--- config.mk ---
export PLATFORM = sky130hd
export DESIGN_NAME = counter_cycle_arbiter
export DESIGN_NICKNAME = d
export VERILOG_FILES = /design/src/rtl/counter_cycle_arbiter.sv
export SDC_FILE = /design/constraint.sdc
export NUM_CORES = 1
export LEC_CHECK = 0
export ABC_AREA = 1
export CORE_UTILIZATION = 31
export DETAILED_ROUTE_END_ITERATION = 8
export SLEW_MARGIN = 10
export SYNTH_ARGS = -nofsm -noshare
export SYNTH_HDL_FRONTEND = slang
export SYNTH_SLANG_ARGS = --single-unit
--- constraint.sdc ---
create_clock -name clk -period 3.2 [get_ports clk]
set_clock_uncertainty 0.2 [all_clocks]
set_input_delay 0.64 -clock clk [delete_from_list [all_inputs] [get_ports clk]]
set_output_delay 0.64 -clock clk [all_outputs]
set_load 0.01 [all_outputs]
--- src/rtl/counter_cycle_arbiter.sv ---
// Counter-increment cycle arbiter: latches per-counter PINC/MINC requests, parks the
// sequencer and performs a ones'-complement read-modify-write on the counter word.
module counter_cycle_arbiter (
    input  logic        clk,
    input  logic        rst_n,
    input  logic [7:0]  pinc_req,
    input  logic [7:0]  minc_req,
    input  logic        seq_park,
    output logic        seq_go,
    output logic        own_bus,
    output logic [11:0] mem_addr,
    input  logic [15:0] mem_rdata,
    output logic [15:0] mem_wdata,
    output logic        mem_wr,
    output logic [7:0]  ovf,
    output logic        drop
);

    localparam int unsigned NCTR  = 8;
    localparam int unsigned IDX_W = 3;
    localparam int unsigned AW    = 12;
    localparam int unsigned DW    = 16;
    localparam int unsigned XW    = 15;
    localparam logic [AW-1:0] CTR_BASE = 12'h014;

    typedef enum logic [2:0] {
        S_IDLE,
        S_SELECT,
        S_READ,
        S_MODIFY,
        S_WRITE,
        S_RELEASE
    } state_t;

    state_t            state_q;
    logic [NCTR-1:0]   up_q, up_d;
    logic [NCTR-1:0]   dn_q, dn_d;
    logic [IDX_W-1:0]  last_q;
    logic [IDX_W-1:0]  idx_q;
    logic              dir_q;
    logic              own_bus_q;
    logic [AW-1:0]     mem_addr_q;
    logic [DW-1:0]     mem_wdata_q;
    logic              mem_wr_q;
    logic [NCTR-1:0]   ovf_q;
    logic              drop_q;

    logic              any_pend;
    logic [IDX_W-1:0]  sel_idx;
    logic [IDX_W-1:0]  cand;
    logic              sel_found;
    logic              sel_dir;
    logic [NCTR-1:0]   up_base, dn_base;
    logic              drop_c;
    logic [XW-1:0]     x;
    logic [XW-1:0]     res;
    logic              ovf_c;
    logic              unused_rdata_msb;

    assign any_pend         = |(up_q | dn_q);
    assign unused_rdata_msb = mem_rdata[15];

    // Round-robin search starting just after the last serviced counter.
    always_comb begin
        sel_idx   = '0;
        sel_found = 1'b0;
        cand      = '0;
        for (int k = 1; k <= int'(NCTR); k++) begin
            cand = last_q + IDX_W'(k);
            if (!sel_found && (up_q[cand] || dn_q[cand])) begin
                sel_idx   = cand;
                sel_found = 1'b1;
            end
        end
        sel_dir = up_q[sel_idx];
    end

    // Pending update: the serviced bit is cleared first so a same-cycle request re-sets it.
    always_comb begin
        up_base = up_q;
        dn_base = dn_q;
        if (state_q == S_SELECT && sel_found) begin
            if (sel_dir) up_base[sel_idx] = 1'b0;
            else         dn_base[sel_idx] = 1'b0;
        end
        up_d   = up_base;
        dn_d   = dn_base;
        drop_c = 1'b0;
        for (int i = 0; i < int'(NCTR); i++) begin
            if (pinc_req[i] && !minc_req[i]) begin
                if (dn_base[i])      dn_d[i] = 1'b0;
                else if (up_base[i]) drop_c  = 1'b1;
                else                 up_d[i] = 1'b1;
            end else if (minc_req[i] && !pinc_req[i]) begin
                if (up_base[i])      up_d[i] = 1'b0;
                else if (dn_base[i]) drop_c  = 1'b1;
                else                 dn_d[i] = 1'b1;
            end
        end
    end

    // 15-bit ones'-complement increment/decrement with the -0 and max cases.
    always_comb begin
        x     = mem_rdata[XW-1:0];
        res   = '0;
        ovf_c = 1'b0;
        if (dir_q) begin
            if (x == 15'h7FFF)      res = 15'h0001;
            else if (x == 15'h3FFF) begin
                res   = 15'h0000;
                ovf_c = 1'b1;
            end else                res = x + 15'd1;
        end else begin
            if (x == 15'h0000)      res = 15'h7FFE;
            else if (x == 15'h4000) begin
                res   = 15'h7FFF;
                ovf_c = 1'b1;
            end else                res = x - 15'd1;
        end
    end

    always_ff @(posedge clk or negedge rst_n) begin
        if (!rst_n) begin
            state_q     <= S_IDLE;
            up_q        <= '0;
            dn_q        <= '0;
            last_q      <= IDX_W'(NCTR - 1);
            idx_q       <= '0;
            dir_q       <= 1'b0;
            own_bus_q   <= 1'b0;
            mem_addr_q  <= '0;
            mem_wdata_q <= '0;
            mem_wr_q    <= 1'b0;
            ovf_q       <= '0;
            drop_q      <= 1'b0;
        end else begin
            up_q     <= up_d;
            dn_q     <= dn_d;
            drop_q   <= drop_c;
            mem_wr_q <= 1'b0;
            ovf_q    <= '0;
            case (state_q)
                S_IDLE: begin
                    if (any_pend && seq_park) state_q <= S_SELECT;
                end
                S_SELECT: begin
                    // Pending may have been cancelled on the entry edge; fall back to idle.
                    if (sel_found) begin
                        idx_q      <= sel_idx;
                        dir_q      <= sel_dir;
                        last_q     <= sel_idx;
                        mem_addr_q <= CTR_BASE + AW'(sel_idx);
                        own_bus_q  <= 1'b1;
                        state_q    <= S_READ;
                    end else begin
                        state_q    <= S_IDLE;
                    end
                end
                S_READ: begin
                    state_q <= S_MODIFY;
                end
                S_MODIFY: begin
                    mem_wdata_q <= {res[XW-1], res};
                    mem_wr_q    <= 1'b1;
                    ovf_q       <= NCTR'(ovf_c) << idx_q;
                    state_q     <= S_WRITE;
                end
                S_WRITE: begin
                    own_bus_q <= 1'b0;
                    state_q   <= S_RELEASE;
                end
                S_RELEASE: begin
                    state_q <= S_IDLE;
                end
                default: begin
                    state_q <= S_IDLE;
                end
            endcase
        end
    end

    assign seq_go    = (state_q == S_IDLE) && !any_pend;
    assign own_bus   = own_bus_q;
    assign mem_addr  = mem_addr_q;
    assign mem_wdata = mem_wdata_q;
    assign mem_wr    = mem_wr_q;
    assign ovf       = ovf_q;
    assign drop      = drop_q;

endmodule

Yosys cells after proc, flatten, opt, wreduce, memory -nomap -nowiden

Index checks and enable logic that the tools add are counted.

Shifts and indexed selects: 1
Order comparisons: 10
Eq/ne operators: 9
Bitwise logic cells: 4
Reduce and logical (&&, ||, !) cells: 65
$add $sub $neg: 10
Muxes and demuxes: 169

Operators with widths:

| cell                  | count |
|---|---|
| $mux 1                | 129 |
| $mux 15               | 5 |
| $bmux 1 s3            | 17 |
| $mux 8                | 5 |
| $lt 3x4->1 const B    | 9 |
| $eq 15x15->1 const B  | 2 |
| $logic_and 1x1->1     | 27 |
| $mux 3                | 9 |
| $logic_not 1->1       | 24 |
| $and 8x8->8           | 2 |
| $add 15x1->15 const B | 1 |
| $eq 15x14->1 const B  | 1 |
| $logic_not 15->1      | 1 |
| $pmux 3 s5            | 1 |
| $sub 15x1->15 const B | 1 |
| $add 3x3->3 const B   | 4 |
| $logic_or 1x1->1      | 8 |
| $not 8->8             | 1 |
| $or 8x8->8            | 1 |
| $reduce_or 8->1       | 1 |
| $shl 1x3->8           | 1 |
| $add 3x2->3 const B   | 2 |
| $add 5x3->6 const A   | 1 |
| $eq 3x2->1 const B    | 2 |
| 11 further kinds      | 13 |

Logic and storage cells: 280
Input bits: 35
Flip-flop bits (word level): 64
Output and inout port bits: 40

Depth between registers and ports, before layout

Gate-level depths: netlist (run 1).

Depth after elaboration: 66
Gate-level depth with buffers: 27
Mapped depth without buffers: 26

Least setup slack after synthesis (run 1)

Ideal clock, no wire load.

Kind: register to register
From: reg last_q[0]
To: reg drop_q (netlist: drop)
Setup slack: -0.219 ns
Clock period less this slack: 3.419 ns
Data arrival time: 3.101 ns
Library setup time: 0.119 ns
Required time: 2.881 ns
Stages on the path, launching flop included: 27
Buffers on the path: 2
Cells stage by stage: dfstp_2 -> buf_6 -> inv_6 -> buf_8 -> ha_1 -> inv_2 -> nand3_1 -> nand2_1 -> nand3_1 -> nand2_2 -> nand3_2 -> nor2_2 -> nand3_2 -> nor2_1 -> inv_1 -> nand3_2 -> nor2_4 -> nand3_2 -> nand3_4 -> nand3_2 -> nand2_1 -> nand3_1 -> nand2_1 -> inv_2 -> nand2_1 -> nor2_1 -> nand2_1

Word-level cells in the longest chain between the ends: 66
Elaborated cells between the ends (all ways): 140
Classes of those cells: add/sub: 7; order compare: 2; mux: 104; bitwise: 3; reduce/logical: 24

RTL lines:

| element                      | RTL line | text |
|---|---|---|
| start, declared              | 38       | `logic [IDX_W-1:0] last_q;` |
| start signal, assigned       | 127      | `last_q <= IDX_W'(NCTR - 1);` |
| start signal, assigned       | 151      | `last_q <= sel_idx;` |
| $add 3x1->3                  | 69       | `cand = last_q + IDX_W'(k);` |
| $bmux 1 s3                   | 70       | `if (!sel_found && (up_q[cand] \|\| dn_q[cand])) begin` |
| $mux 1 (not written as such) | 70       |  |
| $logic_or 1x1->1             | 70       |  |
| $mux 1                       | 70       |  |
| $logic_not 1->1              | 70       |  |
| $logic_and 1x1->1            | 70       |  |
| $mux 1                       | 70       |  |
| [... 51 more ...]            | -        |  |
| $mux 1                       | 95       | `if (up_base[i]) up_d[i] = 1'b0;` |
| $mux 1                       | 94       | `end else if (minc_req[i] && !pinc_req[i]) begin` |
| $mux 1                       | 90       | `if (pinc_req[i] && !minc_req[i]) begin` |
| $mux 1                       | 96       | `else if (dn_base[i]) drop_c = 1'b1;` |
| $mux 1                       | 95       |  |
| $mux 1                       | 94       |  |
| $mux 1 *                     | 90       |  |
| named net drop_c             | 54       | `logic drop_c;` |
| end signal, assigned         | 139      | `drop_q <= drop_c;` |
| end, declared                | 46       | `logic drop_q;` |

The timed path passes the listed nets; every way through them passes the cells marked *. The select of a mux whose other input is x is not followed.
A chain may end at the register's enable or synchronous reset.

Final worst setup path (run 1)

Ends and elaborated chain as after synthesis.

==> results of run 1 <==
==> cells in the final DEF, fill, tap and decap left out, types with 3 or more instances in the layout <==
cell type,Yosys,routed
nand2_1,151,125
inv_1,70,68
buf_4,9,67
clkdlybuf4s50_1,0,64
nor2_1,78,62
dfrtp_1,51,51
nand3_1,69,47
nand3_2,20,33
o21ai_0,37,31
nand2_2,9,28
a21oi_1,30,19
nor2_2,7,14
nand3_4,3,14
inv_2,12,13
nor2_4,3,12
buf_6,3,12
nand4_1,11,11
a21oi_2,0,11
a31oi_1,11,9
nand2_4,1,7
conb_1,1,7
o21ai_1,6,6
o21ai_2,1,6
or2_2,6,6
xnor2_1,5,5
nor3_1,8,5
clkbuf_16,0,5
nor3_2,1,4
inv_8,0,3
nand4_4,2,3
dfstp_2,3,3
buf_12,0,3
==> flip-flops by register name, indices dropped and copies added, names as in the netlist <==
| name | cells |
|---|---|
| state_q | 3 |
| idx_q | 2 |
| mem_wdata | 15 |
| drop | 1 |
| dn_q | 8 |
| own_bus | 1 |
| last_q | 3 |
| ovf | 8 |
| mem_addr | 3 |
| mem_wr | 1 |
| up_q | 8 |
| dir_q | 1 |
==> final cells by class <==
cell class / count / area, µm² / share of cell area
multi-input cells: 494 / 3150 / 0.479
flip-flops and latches: 54 / 1360 / 0.206
repair buffers: 148 / 1350 / 0.206
inverters: 84 / 343 / 0.0522
well taps: 176 / 220 / 0.0335
clock buffers: 5 / 125 / 0.0190
clock inverters: 3 / 28.8 / 0.00438
==> critical path: stages (launching register included) <==
cell and delay (ns):
dfstp_2 0.61, inv_8 0.05, ha_4 0.35, inv_8 0.06, nand3_2 0.09, nand2_4 0.06, nand3_4 0.10, nand2_8 0.08
nand2_2 0.08, nor2_1 0.05, nor2_2 0.09, nand3_2 0.12, nor2_2 0.11, nand3_2 0.11, nor2_4 0.31, nand2_4 0.12
buf_6 0.15, nor2_4 0.11, nand3_4 0.11, nand3_2 0.08, nand2_1 0.07, inv_2 0.04, nand2_1 0.04, nor2_1 0.10
nand2_1 0.07
==> metal layers <==
layer,vias up,GRT usage,wire length [µm]
li1,2387,-,-
met1,2261,0.242,5850
met2,129,0.314,6700
met3,32,0.0208,697
met4,0,0.0679,379
met5,-,0,0
==> repair_timing <==
item	4_1_cts	5_1_grt
hold endpoints to repair	0	0
cloned	2	1
pin swaps	30	50
gates resized for setup	44	88
buffers inserted	9	12
setup endpoints to repair	18	28
==> stage by stage <==
step | cells | hold WS (ns)
2_1_floorplan | 649 | 0.144
3_3_place_gp | 932 | 0.258
3_5_place_dp | 932 | 0.263
4_1_cts | 951 | 0.237
5_1_grt | 964 | 0.263
6_report | 964 | 0.212
==> cell families (layout without fill, tap and decap cells) <==
kind of cell | Yosys count | after routing
AOI/OAI and AO/OA | 92 | 92
xor gates and xnor gates | 9 | 9
adders and majority gates | 4 | 4
buffers and inverters | 104 | 240
DFF | 54 | 54
other | 1 | 7
and+or+nand+nor | 379 | 382
==> worst min path at each step <==
stage                       startpoint                  endpoint  slack, ns  cells after the start
2_1_floorplan                    rst_n         dir_q$_DFFE_PN0N_       0.14                      0
4_1_cts                          rst_n  mem_wdata[5]$_DFFE_PN0P_       0.24                      1
3_3_place_gp   mem_addr[4]$_DFFE_PN0N_   mem_addr[4]$_DFFE_PN0N_       0.26                      1
6_report                         rst_n   mem_addr[2]$_DFFE_PN0N_       0.21                      1
3_5_place_dp   mem_addr[4]$_DFFE_PN0N_   mem_addr[4]$_DFFE_PN0N_       0.26                      1
5_1_grt                          rst_n   mem_addr[2]$_DFFE_PN0N_       0.26                      1
==> metrics.txt, run 1 <==
leading post-synthesis cells by cell area=dfrtp_1 (29%), nand2_1 (13%), nand3_1 (7.9%), nor2_1 (6.7%), inv_1 (6.0%); ys async rst share=1.00; top cells by count, synth=nand2_1 (151), nor2_1 (78), inv_1 (70); Crit Path Category=flip-flop to flip-flop; syn avg cell area=6.78 µm²; Die Y=121 µm; # Max-Cap Violations=0; Core Region=13500 µm²; Placement Setup Slack=-0.327 ns; routed via count=4809; Worst Setup End Kind=flip-flop; R2R Path End=drop$_DFF_PN0_; Worst R2R Start=last_q[0]$_DFFE_PN1N_; clock latency on the worst-skew pair=0.30 ns; Max FO, Critical Path=7; vias per cell=4.99; Port Buffers=66; clock slew at reported path FFs=0.08 ns; Placed Area=5680 µm²; Synth area leader=dfrtp_1; root buf cell=clkbuf_16; Hold Path Class=input port to async pin; CTS Hold Buffers Added=0; ys flop type=dfrtp_1; first-pass GRT wire length=21600 µm; violated checks=setup timing; antenna cells=0; FF-to-FF path depth=24; Inserted Clock Buffers=5; Least-Margin Pin Slew=1.25 ns; clk sink count=54; crit path to=drop$_DFF_PN0_; final-report hold violation count=0; max_slew headroom=0.161; post-synthesis xor/xnor area fraction=0.0215; adder and majority cell fraction of the synthesized area=0.0115; status=complete, but fails checks; mux share of post-synthesis cell area=0; wire per inst=14.1 µm; Core Util, Final=0.487; # rows=42; die area=14500 µm²; hpwl dp=10100 µm; fin worst setup slack=-0.275 ns; DRC viols=0; Initial Util=0.323; Mapped Area=4360 µm²; Simple-Gate Fraction of Synth Area=0.433; fin nets=826; initial DRC count=341; largest family of logic cells by synthesized area=simple AND/OR/NAND/NOR gates; maximum clock rate=0.288 GHz; I/O pins=75; period utilisation layout=1.09; Routed WL=13600 µm; Distinct cells, synth=49; Setup TNS Final=-2.27 ns; Crit. Startpoint=last_q[0]$_DFFE_PN1N_; number of global-route vias before repair=4598; Die X=121 µm; synth-to-layout area growth=50.7%; Pins Over Slew Limit=0; DRT antenna net count=0; #FFs+latches synth=54; Total GRT Usage=0.185; register area share after synthesis=0.311; Worst Setup Start Kind=flip-flop; yosys warns=0; Final min period=3.48 ns; largest net degree at the start of global routing=30; EDFF count, synth=0; most frequent cell after synthesis=nand2_1; Max H-tree Level=2; fillers=1274; CTS tree=yes; GRT overflow=0; gpl congestion=0.873; drt pass-1 iters=4; Syn Inst Count=643; CP arrival=3.46 ns; RSZ-0062 raised after global routing=true; r2r setup slk=-0.28 ns; Finished Cell Area=6570 µm²; Yosys top cell area share=0.293; Clock Path Buffers=2; layout cell share with drive strength beyond 1=0.330; Final setup viols=17; antenna violations before repair=0; CP required=3.19 ns; Compound-Gate Fraction of Synth Area=0.115
Power of run 1 is left out: the tool's default activity adds up to more than one toggle a clock period on the data nets, which glitch-free logic cannot reach.
==> inputs of run 2 (changes only) <==
- CORE_MARGIN: not set -> 2
==> run 2 against run 1 <==
  * The run still ends with setup timing left
  * Maximum frequency rose by 0.76%
  * Critical path depth shrank 1
  * First-iteration DRC count down 27%
  * Final cell count grew 1.2%
  * Core utilization decreased by 1.2 points
  * Flip-flop and latch count stayed put
  * Clock-buffer cell count unchanged
  * Global-route usage shrank 1.0 points
  * Worst hold slack improved by 0.059 ns
==> metrics.txt, run 2 (synthesis results as in run 1) <==
synth-to-layout area growth=50.6%; most frequent cells in the layout=nand2_1 (128), buf_4 (79), inv_1 (66); FF+latch area=1360 µm²; antenna cells=0; fin nets=834; GRT overflow=0; wire per inst=13.3 µm; fin worst setup slack=-0.249 ns; largest net degree at the start of global routing=27; number of global-route vias before repair=4201; CTS tree=yes; antenna violations before repair=0; Die Y=123 µm; Inserted Clock Buffers=5; Max FO, Critical Path=7; DRT antenna net count=0; violated checks=setup timing; Max H-tree Level=2; Final min period=3.45 ns; clock slew at reported path FFs=0.08 ns; Least-Margin Pin Slew=0.568 ns; initial DRC count=248; CP required=3.20 ns; # rows=43; final-report hold violation count=0; maximum clock rate=0.290 GHz; clock latency on the worst-skew pair=0.31 ns; routed via count=4654; CP arrival=3.45 ns; hpwl dp=9590 µm; drt pass-1 iters=4; Port Buffers=66; Setup TNS Final=-1.88 ns; Hold Path Class=flip-flop to flip-flop; Largest register FFs=15; gpl congestion=0.877; period utilisation layout=1.08; vias per cell=4.77; max_slew headroom=0.618; fillers=1387; Clock Path Buffers=2; clk sink count=54; Routed WL=13000 µm; # Max-Cap Violations=0; dpl cells=951; commonest non-fill, non-tap cell in the layout=nand2_1; Final setup viols=16; Non-Filler Instances=976; die area=15000 µm²; status=complete, but fails checks; Worst Setup Start Kind=flip-flop; Placement Setup Slack=-0.223 ns; multi-input combinational cell area=3120 µm²; root buf cell=clkbuf_16; layout cell share with drive strength beyond 1=0.334; Pins Over Slew Limit=0; first-pass GRT wire length=20700 µm; Crit Path Category=flip-flop to flip-flop; Total GRT Usage=0.175; Initial Util=0.315; Core Region=13800 µm²; I/O pins=75; DRC viols=0; Die X=123 µm; RSZ-0062 raised after global routing=true; Worst Setup End Kind=flip-flop
run 2: changes by cell type in the layout (fill, tap and decap cells not counted), moves of 3 or more:
cell,change
buf_4,+12
nand3_2,-5
nand3_4,+4
buf_12,-3
nand2_1,+3
nand2_2,-3
run 2: final timing paths:
| path | cells after the start | start | to | slack, ns |
|---|---|---|---|---|
| min in group asynchronous | 2 | rst_n | mem_wdata[4]$_DFFE_PN0P_ | 0.50 |
| max in group asynchronous | 3 | rst_n | last_q[2]$_DFFE_PN1N_ | 1.63 |
| worst min register to register | 1 | state_q[0]$_DFFE_PN0P_ | state_q[0]$_DFFE_PN0P_ | 0.27 |
| worst max register to register | 23 | last_q[0]$_DFFE_PN1N_ | drop$_DFF_PN0_ | -0.25 |
| worst max-delay path | 23 | last_q[0]$_DFFE_PN1N_ | drop$_DFF_PN0_ | -0.25 |
| worst min-delay path | 1 | state_q[0]$_DFFE_PN0P_ | state_q[0]$_DFFE_PN0P_ | 0.27 |
run 2: worst max-delay path: stages (launching register included):
cell and delay (ns):
dfstp_2 0.61, inv_8 0.05, ha_4 0.36, nand3_1 0.12, nand2_2 0.09, nand3_2 0.08, nand2_4 0.12, nand3_4 0.09
nor2_4 0.15, nand2_2 0.10, nand2_2 0.08, nand3b_4 0.16, buf_4 0.14, nand3_1 0.13, nand3_4 0.15, nand3_4 0.14
nand3_2 0.11, nand2_1 0.07, nand3_1 0.08, nand2_1 0.07, inv_2 0.04, nand2_1 0.05, nor2_2 0.08, nand2_1 0.05
run 2: final cells by class:
class                      instances  share of cell area
multi-input combinational        493               0.475
tap                              180              0.0343
sequential                        54               0.206
inverter                          84              0.0507
timing repair buffer             157               0.210
clock inverter                     3             0.00438
clock buffer                       5              0.0191
run 2: per-layer routing:
layer  global-route usage  part of all wire  up-vias
met4               0.0532             0.011        0
met1                0.243              0.47     2141
met2                0.280              0.48       99
li1                     -                 -     2402
met3               0.0274             0.036       12
met5                    0                 0        -
run 2: metrics by stage:
step	hold WS, ns	area, µm²	util
final	0.271	6570	0.475
after global routing	0.295	6570	0.475
after detailed placement	0.264	5770	0.417
after global placement	0.260	5770	0.417
after CTS	0.275	6100	0.441
after floorplan	0.144	4450	-
run 2: repair_timing:
action                                  in CTS  in global routing
hold buffers                                 1                  0
buffers inserted                             7                  7
pin swaps                                   10                 48
resized for setup                           24                104
hold endpoints to repair                     7                  0
cloned                                       2                  0
endpoints found under the setup margin      16                 23
Power of run 2 is left out for the same reason.
==> inputs of run 3 (changes only) <==
- clock period: 3.2 -> 3.5 ns (I/O delays scaled with it)
==> run 3 against run 2 <==
  * The flow now finishes without violations
  * Final cell count down 3.8%
  * Critical endpoint unchanged
  * Largest cell class unchanged
  * Maximum frequency increased by 0.56%
  * Setup slack improved by 0.32 ns
==> metrics.txt, run 3 (synthesis results as in run 1) <==
status=finished clean; antenna cells=0; RSZ-0062 raised after global routing=true; Die Y=123 µm; critical-path cell list=inv_6 > ha_4 > buf_4 > nand3_1 > nand3_1 > nand2_2 > nand3_2 > nor2_2 > nand2_1 > nor2_1 > nor2_2 > nand3_1 > nor2_4 > nand2_2 > nor2_1 > a21oi_2 > nor2_1 > nand3_1 > nand2_1 > inv_1 > nand2_1 > nor2_1 > nand2_1; die area=15000 µm²; period utilisation layout=0.980; Routed WL=12100 µm; Max H-tree Level=2; hpwl dp=9400 µm; fin worst setup slack=0.0705 ns; root buf cell=clkbuf_16; Largest register FFs=15; final hold slack=0.194 ns; fin nets=797; clk sink count=54; Least-Margin Pin Slew=0.597 ns; Core Region=13800 µm²; Hold Path Class=input port to async pin; Crit Path Category=flip-flop to flip-flop; Pins Over Slew Limit=0; Worst path slowest cell=dfstp_2; vias per cell=4.70; FF+latch area=1360 µm²; Final min period=3.43 ns; most frequent cells in the layout=nand2_1 (146), nor2_1 (71), inv_1 (70); CTS Hold Buffers Added=0; maximum clock rate=0.292 GHz; routed via count=4413; clock slew at reported path FFs=0.08 ns; DRC viols=0; synth-to-layout area growth=34.9%; clock latency on the worst-skew pair=0.30 ns; largest net degree at the start of global routing=25; DRT antenna net count=0; number of global-route vias before repair=4021; drt pass-1 iters=5; I/O pins=75; first-pass GRT wire length=19600 µm; Port Buffers=66; commonest non-fill, non-tap cell in the layout=nand2_1; gpl congestion=0.880; CP peak stage delay=0.59 ns; GRT overflow=0; # Max-Cap Violations=0; CP arrival=3.48 ns; Worst Setup End Kind=flip-flop; Die X=123 µm; fillers=1450; multi-input combinational cell area=2730 µm²; max_slew headroom=0.602; Setup TNS Final=0 ns; Initial Util=0.315; CTS tree=yes; initial DRC count=205; wire per inst=12.8 µm; Inserted Clock Buffers=5; CP required=3.55 ns; Clock Path Buffers=2; Max FO, Critical Path=6; layout cell share with drive strength beyond 1=0.225; # rows=43; Final setup viols=0; Placement Setup Slack=-0.0696 ns; Total GRT Usage=0.164; final-report hold violation count=0; Worst Setup Start Kind=flip-flop; antenna violations before repair=0
==> run 3: cell type report <==
type                    instances  area share
inverters                      84      0.0555
clock inverters                 3     0.00489
clock buffers                   5      0.0213
flip-flops and latches         54       0.230
repair buffers                121       0.186
multi-input cells             492       0.464
well taps                     180      0.0383
==> run 3: stage by stage <==
step                      instance area [µm²]  utilization  cells
after detailed placement                 5510        0.398    925
after floorplan                          4380            -    649
final                                    5880        0.426    939
after global placement                   5510        0.398    925
after CTS                                5680        0.411    933
after global routing                     5880        0.426    939
==> run 3: final timing paths <==
path                                         start                       to  slack (ns)  cells past startpoint
setup / recovery             last_q[0]$_DFFE_PN1N_           drop$_DFF_PN0_        0.07                     23
hold / removal                               rst_n        up_q[3]$_DFF_PN0_        0.19                      1
setup reg to reg             last_q[0]$_DFFE_PN1N_           drop$_DFF_PN0_        0.07                     23
hold reg to reg            mem_addr[4]$_DFFE_PN0N_  mem_addr[4]$_DFFE_PN0N_        0.28                      1
max in group asynchronous                    rst_n    last_q[2]$_DFFE_PN1N_        2.14                      2
min in group clk           mem_addr[4]$_DFFE_PN0N_  mem_addr[4]$_DFFE_PN0N_        0.28                      1
==> run 3: routing by layer <==
metal  global-route usage  vias to the layer above  routed length, µm
li1                     -                     2316                  -
met1                0.232                     2013               5790
met2                0.268                       75               5760
met3               0.0149                        9                333
met4               0.0474                        0                167
met5                    0                        -                  0
==> run 3: critical path, delay by kind of cell (launching register included) <==
family          cells  cell delay, ns
compound gates      1            0.10
simple gates       18            1.95
flops               1            0.59
buf+inv             3            0.22
fa+ha+maj           1            0.32
==> run 3: timing repair <==
item,in CTS,in global routing
setup buffers,0,5
hold endpoints to repair,0,0
cloned,0,1
setup endpoints to repair,3,18
gates resized for setup,4,40
pin swaps,0,16
Power of run 3 is left out for the same reason.
